--- src/rtl/cnn_pkg.sv ---
// Shared constants for the CNN frame sequencer: padding modes, error codes and
// the FSM state encoding.
package cnn_pkg;

  localparam logic [1:0] PAD_NONE    = 2'b00;
  localparam logic [1:0] PAD_ZERO    = 2'b01;
  localparam logic [1:0] PAD_EDGE    = 2'b10;
  localparam logic [1:0] PAD_ILLEGAL = 2'b11;

  localparam logic [1:0] ERR_OK      = 2'b00;
  localparam logic [1:0] ERR_CFG     = 2'b01;
  localparam logic [1:0] ERR_LANE    = 2'b10;
  localparam logic [1:0] ERR_TIMEOUT = 2'b11;

  typedef logic [2:0] state_t;

  localparam state_t ST_IDLE   = 3'd0;
  localparam state_t ST_CHECK  = 3'd1;
  localparam state_t ST_STREAM = 3'd2;
  localparam state_t ST_DRAIN  = 3'd3;
  localparam state_t ST_FINISH = 3'd4;

endpackage

--- src/rtl/cnn_frame_sequencer_if.sv ---
// Pixel-memory port, pixel stream to the pipeline and pooled-output feedback,
// bundled so the sequencer and its environment connect through one port.
interface cnn_frame_sequencer_if #(
   parameter int PIX_W  = 16,
   parameter int ADDR_W = 16
);
   // Handshake: pix_valid is a one-cycle strobe with no ready. Backpressure is
   // stall, which only blocks issuing new reads; a read already issued always
   // yields pix_valid exactly one cycle later. pool_valid is likewise a strobe.
   logic              mem_rd_en;
   logic [ADDR_W-1:0] mem_addr;
   logic [PIX_W-1:0]  mem_rd_data;
   logic              pix_valid;
   logic [PIX_W-1:0]  pix_data;
   logic              stall;
   logic [1:0]        pool_valid;

   modport master (
      output mem_rd_en, mem_addr, pix_valid, pix_data,
      input  mem_rd_data, stall, pool_valid
   );

   modport slave (
      input  mem_rd_en, mem_addr, pix_valid, pix_data,
      output mem_rd_data, stall, pool_valid
   );
endinterface

--- src/rtl/pix_fetch.sv ---
// Raster address counter for the pixel memory plus alignment of the returned
// data with its valid strobe.
module pix_fetch #(
   parameter int PIX_W  = 16,
   parameter int ADDR_W = 16
) (
   input  logic              clk,
   input  logic              rst_n,
   input  logic              clear,
   input  logic              active,
   input  logic              stall,
   input  logic [15:0]       total,
   input  logic [PIX_W-1:0]  rd_data,
   output logic              rd_en,
   output logic [ADDR_W-1:0] addr,
   output logic              last_rd,
   output logic              pix_valid,
   output logic [PIX_W-1:0]  pix_data
);
   logic [ADDR_W-1:0] rd_addr;
   logic [ADDR_W-1:0] total_ext;

   assign total_ext = ADDR_W'(total);
   assign rd_en     = active && !stall && (rd_addr < total_ext);
   assign last_rd   = rd_en && (rd_addr == total_ext - ADDR_W'(1));
   assign addr      = rd_en ? rd_addr : '0;
   // Memory data is already registered on its side, so it lines up with pix_valid.
   assign pix_data  = pix_valid ? rd_data : '0;

   always_ff @(posedge clk) begin
      if (!rst_n) begin
         rd_addr   <= '0;
         pix_valid <= 1'b0;
      end else begin
         pix_valid <= rd_en;
         if (clear)
            rd_addr <= '0;
         else if (rd_en)
            rd_addr <= rd_addr + ADDR_W'(1);
      end
   end
endmodule

--- src/rtl/cnn_frame_sequencer.sv ---
// Frame controller for the 2-kernel conv/ReLU/pool pipeline: validates the
// frame config, streams pixels from memory and counts pooled outputs.
module cnn_frame_sequencer
   import cnn_pkg::*;
#(
   parameter int PIX_W         = 16,
   parameter int ADDR_W        = 16,
   parameter int DRAIN_TIMEOUT = 1024
) (
   input  logic                  clk,
   input  logic                  rst_n,
   input  logic                  start,
   input  logic [7:0]            cfg_width,
   input  logic [7:0]            cfg_height,
   input  logic [1:0]            cfg_padding,
   cnn_frame_sequencer_if.master bus,
   output logic [7:0]            img_width,
   output logic [7:0]            img_height,
   output logic [1:0]            padding_mode,
   output logic                  busy,
   output logic                  done,
   output logic                  err,
   output logic [1:0]            err_code,
   output logic [15:0]           out_count,
   output state_t                dbg_state
);
   localparam int IDLE_W = $clog2(DRAIN_TIMEOUT + 1);

   state_t            state;
   logic [7:0]        wc, hc, wm, hm;
   logic              cfg_bad;
   logic [15:0]       exp_cnt, frame_pix, cnt_next;
   logic              cnt_en, lane0, lane_err;
   logic              rd_en, last_rd, pix_valid;
   logic [ADDR_W-1:0] rd_addr;
   logic [PIX_W-1:0]  pix_data;
   logic [IDLE_W-1:0] idle_cnt, idle_next;

   // Unpadded convolution shrinks each side by 2; the 5/3 minimums keep Wc/Hc >= 3.
   always_comb begin
      wc      = img_width;
      hc      = img_height;
      cfg_bad = 1'b0;
      if (padding_mode == PAD_NONE) begin
         wc      = img_width - 8'd2;
         hc      = img_height - 8'd2;
         cfg_bad = (img_width < 8'd5) || (img_height < 8'd5);
      end else begin
         cfg_bad = (padding_mode == PAD_ILLEGAL) || (img_width < 8'd3) || (img_height < 8'd3);
      end
      wm      = wc - 8'd2;
      hm      = hc - 8'd2;
      exp_cnt = {8'd0, wm} * {8'd0, hm};
   end

   assign frame_pix = {8'd0, img_width} * {8'd0, img_height};
   assign cnt_en    = (state == ST_STREAM) || (state == ST_DRAIN);
   assign lane0     = cnt_en && bus.pool_valid[0];
   assign lane_err  = cnt_en && (bus.pool_valid[0] != bus.pool_valid[1]);
   assign cnt_next  = (lane0 && out_count != 16'hFFFF) ? out_count + 16'd1 : out_count;
   assign idle_next = idle_cnt + IDLE_W'(1);

   assign busy      = (state != ST_IDLE);
   assign done      = (state == ST_FINISH);
   assign dbg_state = state;

   assign bus.mem_rd_en = rd_en;
   assign bus.mem_addr  = rd_addr;
   assign bus.pix_valid = pix_valid;
   assign bus.pix_data  = pix_data;

   pix_fetch #(.PIX_W(PIX_W), .ADDR_W(ADDR_W)) u_fetch (
      .clk       (clk),
      .rst_n     (rst_n),
      .clear     (state == ST_CHECK),
      .active    (state == ST_STREAM),
      .stall     (bus.stall),
      .total     (frame_pix),
      .rd_data   (bus.mem_rd_data),
      .rd_en     (rd_en),
      .addr      (rd_addr),
      .last_rd   (last_rd),
      .pix_valid (pix_valid),
      .pix_data  (pix_data)
   );

   always_ff @(posedge clk) begin
      if (!rst_n) begin
         state        <= ST_IDLE;
         img_width    <= '0;
         img_height   <= '0;
         padding_mode <= '0;
         err          <= 1'b0;
         err_code     <= ERR_OK;
         out_count    <= '0;
         idle_cnt     <= '0;
      end else begin
         if (cnt_en)
            out_count <= cnt_next;
         if (lane_err) begin
            err      <= 1'b1;
            err_code <= ERR_LANE;
         end
         case (state)
            ST_IDLE: if (start) begin
               img_width    <= cfg_width;
               img_height   <= cfg_height;
               padding_mode <= cfg_padding;
               err          <= 1'b0;
               err_code     <= ERR_OK;
               out_count    <= '0;
               state        <= ST_CHECK;
            end
            ST_CHECK: if (cfg_bad) begin
               err      <= 1'b1;
               err_code <= ERR_CFG;
               state    <= ST_FINISH;
            end else begin
               state <= ST_STREAM;
            end
            ST_STREAM: begin
               idle_cnt <= '0;
               if (last_rd)
                  state <= ST_DRAIN;
            end
            // >= so an overshoot during STREAM still exits on DRAIN entry.
            ST_DRAIN: if (cnt_next >= exp_cnt) begin
               state <= ST_FINISH;
            end else if (lane0) begin
               idle_cnt <= '0;
            end else if (idle_next == IDLE_W'(DRAIN_TIMEOUT)) begin
               err      <= 1'b1;
               err_code <= ERR_TIMEOUT;
               state    <= ST_FINISH;
            end else begin
               idle_cnt <= idle_next;
            end
            ST_FINISH: state <= ST_IDLE;
            default:   state <= ST_IDLE;
         endcase
      end
   end
endmodule

--- src/flat_wrapper.sv ---
// flat-port wrapper written by rule: the top's interface ports become plain ports
module cnn_frame_sequencer_flat import cnn_pkg::*;
#(
   parameter int PIX_W         = 16,
   parameter int ADDR_W        = 16,
   parameter int DRAIN_TIMEOUT = 1024
)
  (clk, rst_n, start, cfg_width, cfg_height, cfg_padding, img_width, img_height, padding_mode, busy, done, err, err_code, out_count, dbg_state, bus_mem_rd_en, bus_mem_addr, bus_pix_valid, bus_pix_data, bus_mem_rd_data, bus_stall, bus_pool_valid);
  cnn_frame_sequencer_if #(.PIX_W(PIX_W), .ADDR_W(ADDR_W)) bus_i ();
  input  logic clk;
  input  logic rst_n;
  input  logic start;
  input  logic [7:0] cfg_width;
  input  logic [7:0] cfg_height;
  input  logic [1:0] cfg_padding;
  output logic [7:0] img_width;
  output logic [7:0] img_height;
  output logic [1:0] padding_mode;
  output logic busy;
  output logic done;
  output logic err;
  output logic [1:0] err_code;
  output logic [15:0] out_count;
  output state_t dbg_state;
  output wire logic [$bits(bus_i.mem_rd_en)-1:0] bus_mem_rd_en;
  output wire logic [$bits(bus_i.mem_addr)-1:0] bus_mem_addr;
  output wire logic [$bits(bus_i.pix_valid)-1:0] bus_pix_valid;
  output wire logic [$bits(bus_i.pix_data)-1:0] bus_pix_data;
  input wire logic [$bits(bus_i.mem_rd_data)-1:0] bus_mem_rd_data;
  input wire logic [$bits(bus_i.stall)-1:0] bus_stall;
  input wire logic [$bits(bus_i.pool_valid)-1:0] bus_pool_valid;
  assign bus_mem_rd_en = bus_i.mem_rd_en;
  assign bus_mem_addr = bus_i.mem_addr;
  assign bus_pix_valid = bus_i.pix_valid;
  assign bus_pix_data = bus_i.pix_data;
  assign bus_i.mem_rd_data = bus_mem_rd_data;
  assign bus_i.stall = bus_stall;
  assign bus_i.pool_valid = bus_pool_valid;
  cnn_frame_sequencer #(.PIX_W(PIX_W), .ADDR_W(ADDR_W), .DRAIN_TIMEOUT(DRAIN_TIMEOUT)) u_core (.clk(clk), .rst_n(rst_n), .start(start), .cfg_width(cfg_width), .cfg_height(cfg_height), .cfg_padding(cfg_padding), .bus(bus_i), .img_width(img_width), .img_height(img_height), .padding_mode(padding_mode), .busy(busy), .done(done), .err(err), .err_code(err_code), .out_count(out_count), .dbg_state(dbg_state));
endmodule
--- config.mk ---
export PLATFORM = sky130hd
export DESIGN_NAME = cnn_frame_sequencer_flat
export DESIGN_NICKNAME = d
export VERILOG_FILES = /design/src/rtl/cnn_pkg.sv /design/src/rtl/cnn_frame_sequencer_if.sv /design/src/rtl/pix_fetch.sv /design/src/rtl/cnn_frame_sequencer.sv /design/src/flat_wrapper.sv
export SDC_FILE = /design/constraint.sdc
export NUM_CORES = 1
export LEC_CHECK = 0
export CORE_ASPECT_RATIO = 0.7
export CORE_MARGIN = 4
export CORE_UTILIZATION = 30
export CTS_CLUSTER_DIAMETER = 30
export DETAILED_ROUTE_END_ITERATION = 10
export HOLD_SLACK_MARGIN = 0.02
export SLEW_MARGIN = 20
export SYNTH_ARGS = -nofsm -noshare
export SYNTH_HDL_FRONTEND = slang
export SYNTH_HIERARCHICAL = 1
export SYNTH_SLANG_ARGS = --single-unit
--- constraint.sdc ---
create_clock -name clk -period 14.1 [get_ports clk]
set_clock_uncertainty 0.1 [all_clocks]
set_input_delay 4.23 -clock clk [delete_from_list [all_inputs] [get_ports clk]]
set_output_delay 4.23 -clock clk [all_outputs]
set_load 0.02 [all_outputs]
# After elaboration in Yosys (flattened, before gate mapping)
# Cells that the tools add are included.
# op_classes
add_sub_neg	8
multipliers	2
magnitude_cmp	6
eq_ne	15
mux	34
n_bitwise	1
n_reduce_logical	19
# op_table
operator	count
$mux W16	6
$mux W11	3
$add A16 B1 Y16 const B	2
$mul A8 B8 Y16	2
$sub A8 B2 Y8 const B	4
$pmux W11 S2	1
$mux W3	6
$eq A16 B16 Y1	1
$ge A16 B16 Y1	1
$lt A16 B16 Y1	1
$lt A8 B2 Y1 const B	2
$lt A8 B3 Y1 const B	2
$mux W8	2
$ne A16 B16 Y1 const B	1
$sub A16 B1 Y16 const B	1
$mux W2	6
$pmux W3 S4	1
$add A11 B1 Y11 const B	1
$eq A11 B11 Y1 const B	1
$mux W1	7
$eq A3 B2 Y1 const B	2
$logic_and A1 B1 Y1	6
$ne A3 B3 Y1 const B	2
$pmux W2 S3	1
other kinds (19)	23
# word_totals
reg_bits	68
inputBits	40
out_inout_bits	76
elab_cells	95

# Logic depth before layout (Yosys ltp)
# Gate-level depths: netlist of the first run.
# logic_depth
word_depth	8
ltp_mapped	34
ltp_nobuf	33

# Modules after synthesis
# Netlist of the first run, hierarchy kept.
# by_module_without_submodules
mod	instances	cells_each	area_per_inst_um2
cnn_frame_sequencer	1	908	7265.7
pix_fetch	1	258	1919.3

# Worst setup path before layout of the first run
# Ideal clock, no wire load.
# synth_path
path_kind	register to output
startpoint	register u_core.img_height[7]
endpoint	output port bus_mem_addr[10]
t_arrival_ps	6037
required_time_ps	9770
path_slack_ps	3733
stages_incl_launch_ff	23
n_path_buf	2
cell_sequence	dfxtp_1 > clkbuf_1 > nand2_1 > fa_1 > fa_1 > inv_1 > fa_1 > fa_1 > ha_1 > a21boi_0 > o31a_1 > o211ai_1 > nand2b_1 > xor2_1 > inv_1 > ha_1 > a21o_1 > a21oi_1 > o211ai_1 > a211o_1 > inv_1 > clkbuf_1 > and2_1
# synth_between
elab_chain_len	4
# synth_rtl
element	line	source
from (decl)	cnn_frame_sequencer.sv:18	output logic [7:0] img_height,
from (signal assigned)	cnn_frame_sequencer.sv:107	img_height <= cfg_height;
$mul A8 B8 Y16	cnn_frame_sequencer.sv:56	assign frame_pix = {8'd0, img_width} * {8'd0, img_height};
net u_core.frame_pix[13]	cnn_frame_sequencer.sv:32	logic [15:0] exp_cnt, frame_pix, cnt_next;
$lt A16 B16 Y1	pix_fetch.sv:24	assign rd_en = active && !stall && (rd_addr < total_ext);
$logic_and A1 B1 Y1	pix_fetch.sv:24	
net bus_mem_rd_en	flat_wrapper.sv:25	output wire logic [$bits(bus_i.mem_rd_en)-1:0] bus_mem_rd_en;
$mux W16	pix_fetch.sv:26	assign addr = rd_en ? rd_addr : '0;
to (decl)	flat_wrapper.sv:26	output wire logic [$bits(bus_i.mem_addr)-1:0] bus_mem_addr;
# The timed path passes the listed nets, and every way through them passes these cells.

# Worst setup path in the final report of the first run
# layout_path
startpoint	register u_core.img_width[3]
endpoint	output port bus_mem_addr[2]
# layout_between
elab_chain_len	4
# layout_rtl
element	line	source
from (decl)	cnn_frame_sequencer.sv:17	output logic [7:0] img_width,
from (signal assigned)	cnn_frame_sequencer.sv:106	img_width <= cfg_width;
$mul A8 B8 Y16	cnn_frame_sequencer.sv:56	
net u_core.frame_pix[14]	cnn_frame_sequencer.sv:32	
$lt A16 B16 Y1	pix_fetch.sv:24	
$logic_and A1 B1 Y1	pix_fetch.sv:24	
$mux W16	pix_fetch.sv:26	
# The timed path passes the listed nets, and every way through them passes these cells.

==> results.yml, run 1 <==
run_status:
  status: "finished clean"
route:
  ant_nets: 0
  drcViolationCount: 0
  drt_first_pass_iters: 5
  wl_per_cell_um: 14.8
  wl_mm: 24.8
  dr_total_vias: 8132
  drt-initial-drc-count: 528
  via_per_inst: 4.87
yosys:
  synth_most_common_cell: "inv_1"
  ys_top_cells_by_area: "fa_1 (16%), ha_1 (15%), dfxtp_1 (15%)"
  synth_fp_nets: 1390
  syn_area_um2: 9190
  synth.yosys.warnings: 6
  synth_edf_count: 0
  synth_ff_type: "dfxtp_1"
  yosys.area.top_type_share_pct: 15.7
  synth-seq-area-share_pct: 14.8
  synth-seq-cells: 68
  synthTopCellsByCount: "inv_1 (144), nand2_1 (122), ha_1 (112)"
  synthArstFlopShare_pct: 0
  synth.largest_area_cell: "fa_1"
  synth_cell_types: 66
  synth_cells: 1166
  syn_area_per_cell_um2: 7.88
sta:
  fmax_mhz: 81.6
  period_share_pct: 86.9
  setup_viol: 0
  tightest_slew_ns: 0.834
  min_period_ns: 12.25
  hold_viol_final: 0
  slew_headroom_pct: 44.0
  rsz0062_at_grt: "false"
  tns_ns: 0
  hold_slack_ns: 0.389
  drv_slew: 0
clock_tree:
  cts-root-buf: "clkbuf_16"
  hold_buffers: 0
  cts_tree: "built"
  clk_pin_slew_worst_paths_ns: 0.06
  clkLatencyLatePin_ns: 0.35
  cts_setup_buffers: 0
  cts_buffer_depth: 2
  cts.sinks: 68
  htree_levels: 3
  cts_resized: 0
  cts_buffers: 9
cells_and_area:
  stdcell_area_um2: 11000
  seq_area_um2: 1360
  syn2layout_area_growth_pct: 19.9
  antenna_cells: 0
  final_layout_size_suffix_gt1_share_pct: 3.73
  multi_input_area_um2: 7120
  fillers: 3182
  nets: 1478
  post-route-util_pct: 36.6
die:
  die_h_um: 154
  dieArea_um2: 33500
  rows: 53
  pin_count: 116
  core_um2: 30100
  die_x_um: 217
  floorplan.initialDensity_pct: 30.5
grt:
  grt_start_max_net_pins: 33
  grt-ovfl-total: 0
  track_usage_pct: 14.7
  grt_pass1_wl_mm: 40.8
  grt_pass1_vias: 7736
  antenna_found_initial: 1
power:
  power.leakage_nw: 4.78
  pwr-share-clk_pct: 12.1
  p_switching_w: 0.000993
  switching_share_pct: 50.2
  p_seq_share_pct: 10.9
  p_int_w: 0.000987
  ir_drop_mv: 0.205
  p_per_area_nw_per_um2: 180
  power.total_w: 0.00198
  pwr-share-comb_pct: 77.0
placement:
  io_buffers: 115
  dpl_cell_area_um2: 10700
  hpwl_mm: 19.8
  place.gp.congestion: 0.826
flow_run:
  cap_violations: 0
critical_path:
  worst_setup_path_start_kind: "flip-flop"
  path_max_fanout: 32
  crit_required_ns: 9.77
  crit_type: "flip-flop to output port"
  end_kind: "output port"
  r2r_slack_ns: 5.22
  cp.arrival_ns: 7.92
worst_hold_path:
  hold_path.class: "flip-flop to flip-flop"
## final cells by class
class                   instances  area share (%)
multi-input cells             913            64.6
flip-flops and latches         68            12.4
repair buffers                117            10.6
inverters                     145            4.94
well taps                     412            4.68
clock buffers                   9            2.05
clock inverters                 7           0.727
## logic make-up (layout without fill, tap and decap cells)
family          count (synthesis)  in the layout  share of synthesized area, %
flops                          68             68                          14.8
simple gates                  461            461                          25.7
xor+xnor                       77             77                          7.34
mux                             5              5                         0.559
fa+ha+maj                     184            184                          30.9
buf+inv                       185            278                          7.68
compound gates                186            186                          13.0
## layer usage
metal  track usage [%]  vias up  part of all wire, %
li1                  -     4071                    -
met1              21.8     3866                   51
met2              22.3      170                   43
met3              2.24       25                  4.8
met4              3.93        0                  1.7
met5                 0        -                    0
## stage by stage
stage | cells | setup slack [ns]
2_1_floorplan | 1166 | 3.73
3_3_place_gp | 1655 | 2.49
3_5_place_dp | 1655 | 2.28
4_1_cts | 1671 | 1.88
5_1_grt | 1671 | 1.24
6_report | 1671 | 1.85
## sequential cells by signal (all words and copies together) (netlist names)
register                  count
u_core/u_fetch/rd_addr       16
u_core/img_width              8
u_core/err_code               2
u_core/dbg_state              3
u_core/err                    1
u_core/out_count             16
u_core/img_height             8
u_core/padding_mode           2
u_core/u_fetch/pix_valid      1
u_core/idle_cnt              11
## cells in the final DEF (no fill, tap or decap), types with 15 or more instances in the layout
cell and count:
a21oi_1 73, and2_1 82, clkdlybuf4s50_1 115, dfxtp_1 68, fa_1 72, ha_1 112, inv_1 144, nand2_1 122
nand2b_1 16, nand3_1 21, nand4_1 19, nor2_1 96, nor2b_1 15, nor3_1 24, o21ai_0 28, or2_2 15
xnor2_1 56, xor2_1 21
## final timing paths
check | startpoint | end | depth (start not counted)
worst max-delay path | u_core/img_width[3]$_SDFFE_PN0P_ | bus_mem_addr[2] | 20
worst max register to register | u_core/img_height[1]$_SDFFE_PN0P_ | u_core/dbg_state[2]$_SDFFE_PN0P_ | 28
worst min register to register | u_core/u_fetch/rd_addr[0]$_SDFFE_PP0P_ | u_core/u_fetch/rd_addr[0]$_SDFFE_PP0P_ | 2
worst min-delay path | u_core/u_fetch/rd_addr[0]$_SDFFE_PP0P_ | u_core/u_fetch/rd_addr[0]$_SDFFE_PP0P_ | 2
## worst max-delay path, cell delays in order, from the launching register on
cell	delay (ns)
dfxtp_1	0.74
and2_1	0.24
fa_1	0.40
inv_1	0.09
fa_1	0.42
fa_1	0.52
fa_1	0.54
inv_1	0.04
ha_1	0.25
nor4_1	0.44
o21ai_0	0.24
o41ai_1	0.35
xnor2_1	0.29
inv_1	0.10
ha_1	0.33
nand4_1	0.12
a2111oi_0	0.44
a211o_1	0.73
inv_1	0.44
and2_1	0.28
clkdlybuf4s50_1	0.56
## power by group through the flow
stage | Clock (W) | Combinational [W] | Sequential [W]
floorplan | 0 | 0.00119 | 0.000214
global placement | 0 | 0.00147 | 0.000219
detailed placement | 0 | 0.00151 | 0.000220
CTS | 0.000248 | 0.00153 | 0.000215
global route | 0.000256 | 0.00177 | 0.000217
finish | 0.000240 | 0.00152 | 0.000215
Power figures use the tool's default switching activity.
==> inputs of run 2 (changes only) <==
--- a/config.mk
+++ b/config.mk
@@ -14,5 +14,4 @@
 export SLEW_MARGIN = 20
 export SYNTH_ARGS = -nofsm -noshare
 export SYNTH_HDL_FRONTEND = slang
-export SYNTH_HIERARCHICAL = 1
 export SYNTH_SLANG_ARGS = --single-unit
==> run 2 against run 1 <==
  * Largest power group unchanged
  * Critical path depth shrank 2
  * Final area grew 0.79%
  * Final cell count down 0.84%
==> results.yml, run 2 <==
critical_path:
  end_kind: "output port"
  slowest_stage: "dfxtp_1"
  crit_required_ns: 9.77
  path_max_fanout: 25
  r2r_slack_ns: 4.57
  worst_setup_path_start_kind: "flip-flop"
  cp.arrival_ns: 7.46
  cp.buffers_inverters: 2
  critPathTopFamily: "adder cells"
  worstReg2RegStart: "u_core.img_height[1]$_SDFFE_PN0P_"
  crit_end: "bus_mem_addr[2]"
  path_cells: "nand2_1, fa_1, inv_1, fa_1, fa_1, fa_1, ha_1, or2_2, o311ai_1, o21ai_0, a31oi_1, xor2_1, ha_1, a21o_1, a2111oi_0, o211a_1, and2_1, clkdlybuf4s50_1"
  cp-startpoint: "u_core.img_height[3]$_SDFFE_PN0P_"
  path_depth: 18
  r2r-end: "u_core.idle_cnt[9]$_SDFFE_PN0P_"
  r2r_cells: 31
  cpPeakStageDelay_ns: 0.70
  cp_common_cell: "fa_1"
  crit_type: "flip-flop to output port"
clock_tree:
  cts_setup_buffers: 0
  clkLatencyLatePin_ns: 0.35
  htree_levels: 3
  cts-root-buf: "clkbuf_16"
  cts_resized: 0
  hold_buffers: 0
  cts_buffers: 9
  cts_tree: "built"
  clk_pin_slew_worst_paths_ns: 0.07
  cts.sinks: 68
  cts_buffer_depth: 2
placement:
  io_buffers: 115
  hpwl_mm: 20.0
  place.gp.congestion: 0.848
yosys:
  synth.yosys.warnings: 0
  syn_area_per_cell_um2: 8.06
  synth_cells: 1148
  synth_edf_count: 0
  synth_ff_type: "dfxtp_1"
  synthTopCellsByCount: "inv_1 (140), ha_1 (113), nor2_1 (113)"
  ys_top_cells_by_area: "fa_1 (16%), ha_1 (15%), dfxtp_1 (15%)"
  synth_most_common_cell: "inv_1"
  synth.largest_area_cell: "fa_1"
  synthArstFlopShare_pct: 0
  synth_cell_types: 70
  synth-seq-cells: 68
  syn_area_um2: 9250
  synth-seq-area-share_pct: 14.7
  synth_fp_nets: 1373
  yosys.area.top_type_share_pct: 15.6
sta:
  period_share_pct: 83.6
  drv_slew: 0
  fmax_mhz: 84.8
  rsz0062_at_grt: "false"
  hold_viol_final: 0
  slew_headroom_pct: 39.8
  tns_ns: 0
  hold_slack_ns: 0.428
  min_period_ns: 11.79
  tightest_slew_ns: 0.903
  setup_viol: 0
die:
  pin_count: 116
  die_h_um: 155
  die_x_um: 218
  core_um2: 30200
  dieArea_um2: 33700
  rows: 53
  floorplan.initialDensity_pct: 30.7
grt:
  track_usage_pct: 14.5
  grt_pass1_wl_mm: 40.3
  grt-ovfl-total: 0
  grt_pass1_vias: 7785
  grt_start_max_net_pins: 38
  antenna_found_initial: 0
route:
  drt_first_pass_iters: 5
  drcViolationCount: 0
  wl_per_cell_um: 14.8
  drt-initial-drc-count: 386
  via_per_inst: 4.86
  wl_mm: 24.5
  ant_nets: 0
  dr_total_vias: 8051
run_status:
  status: "finished clean"
cells_and_area:
  syn2layout_area_growth_pct: 20.0
  nets: 1465
  antenna_cells: 0
  final_common_cell: "inv_1"
  reg_top3: "u_core.out_count x16, u_core.u_fetch.rd_addr x16, u_core.idle_cnt x11"
  final_layout_size_suffix_gt1_share_pct: 4.02
  final_cell_mix: "inv_1 (140), clkdlybuf4s50_1 (115), nor2_1 (113), ha_1 (113), nand2_1 (109)"
power:
  switching_share_pct: 50.4
  p_seq_share_pct: 10.3
  power.leakage_nw: 4.85
  p_switching_w: 0.00109
  p_int_w: 0.00107
  p_per_area_nw_per_um2: 195
  pwr-share-comb_pct: 78.9
  pwr-share-clk_pct: 10.8
  ir_drop_mv: 0.224
flow_run:
  cap_violations: 0
worst_hold_path:
  hold_path.class: "flip-flop to flip-flop"
==> run 2: changes by cell type in the layout (fill, tap and decap cells not counted), sizes merged, moves of 7 or more <==
cell	delta
and2	-11
nor2	+16
a21oi	-49
a21boi	+26
inv	-7
nand2	-13
a211oi	+8
o211ai	-9
nor2b	+9
==> run 2: power groups by stage <==
stage	Clock, W	Sequential (W)	Combinational, W
after floorplan	0	0.000218	0.00132
after global placement	0	0.000224	0.00168
after detailed placement	0	0.000225	0.00170
after CTS	0.000239	0.000221	0.00172
after global routing	0.000248	0.000224	0.00197
final	0.000234	0.000222	0.00170
==> run 2: worst min path at each step <==
stage,slack [ns],startpoint,cells past startpoint,to
final,0.43,u_core.idle_cnt[8]$_SDFFE_PN0P_,2,u_core.idle_cnt[8]$_SDFFE_PN0P_
after CTS,0.42,u_core.idle_cnt[9]$_SDFFE_PN0P_,2,u_core.idle_cnt[9]$_SDFFE_PN0P_
after global placement,0.39,u_core.idle_cnt[9]$_SDFFE_PN0P_,2,u_core.idle_cnt[9]$_SDFFE_PN0P_
after floorplan,0.37,u_core.idle_cnt[9]$_SDFFE_PN0P_,2,u_core.idle_cnt[9]$_SDFFE_PN0P_
after detailed placement,0.41,u_core.idle_cnt[9]$_SDFFE_PN0P_,2,u_core.idle_cnt[9]$_SDFFE_PN0P_
after global routing,0.46,u_core.idle_cnt[9]$_SDFFE_PN0P_,2,u_core.idle_cnt[9]$_SDFFE_PN0P_
==> run 2: area by class of cell <==
class,count,area (um2)
fillers,3192,19100
well taps,412,515
multi-input cells,901,7220
clock inverters,6,63.8
clock buffers,10,229
repair buffers,119,1180
flip-flops and latches,68,1360
inverters,141,529
==> run 2: through the flow <==
stage	total power (W)	instances	setup WS (ns)	cell area, um2	util (%)
2_1_floorplan	0.00154	1148	3.64	9250	-
3_3_place_gp	0.00190	1641	2.84	10800	35.8
3_5_place_dp	0.00193	1641	2.72	10800	35.8
4_1_cts	0.00218	1657	2.31	11100	36.8
5_1_grt	0.00244	1657	1.87	11100	36.8
6_report	0.00216	1657	2.31	11100	36.8
==> run 2: metal layers <==
layer	track usage, %	share of wire, %	wire (um)
met5	0	0	0
met4	2.77	1.1	261
met3	4.14	7.8	1900
met2	20.3	39	9520
met1	22.2	52	12800
==> run 2: cell families after synthesis <==
group,after synthesis,share of synthesized area [%]
adder cells (fa/ha/maj),186,31.0
AND/OR/NAND/NOR,455,24.9
multiplexers,7,0.785
buffers and inverters,179,7.28
flip-flops,68,14.7
AO/OA/AOI/OAI,168,12.9
XOR/XNOR,85,8.43
==> run 2: worst register-to-register path, delay by kind of cell, from the launching register on <==
| family | cells | cell delay (ns) |
|---|---|---|
| adders and majority gates | 8 | 3.14 |
| xor gates and xnor gates | 3 | 1.37 |
| DFF | 1 | 0.69 |
| AOI/OAI and AO/OA | 11 | 2.87 |
| buffers and inverters | 5 | 0.82 |
| and+or+nand+nor | 4 | 0.48 |
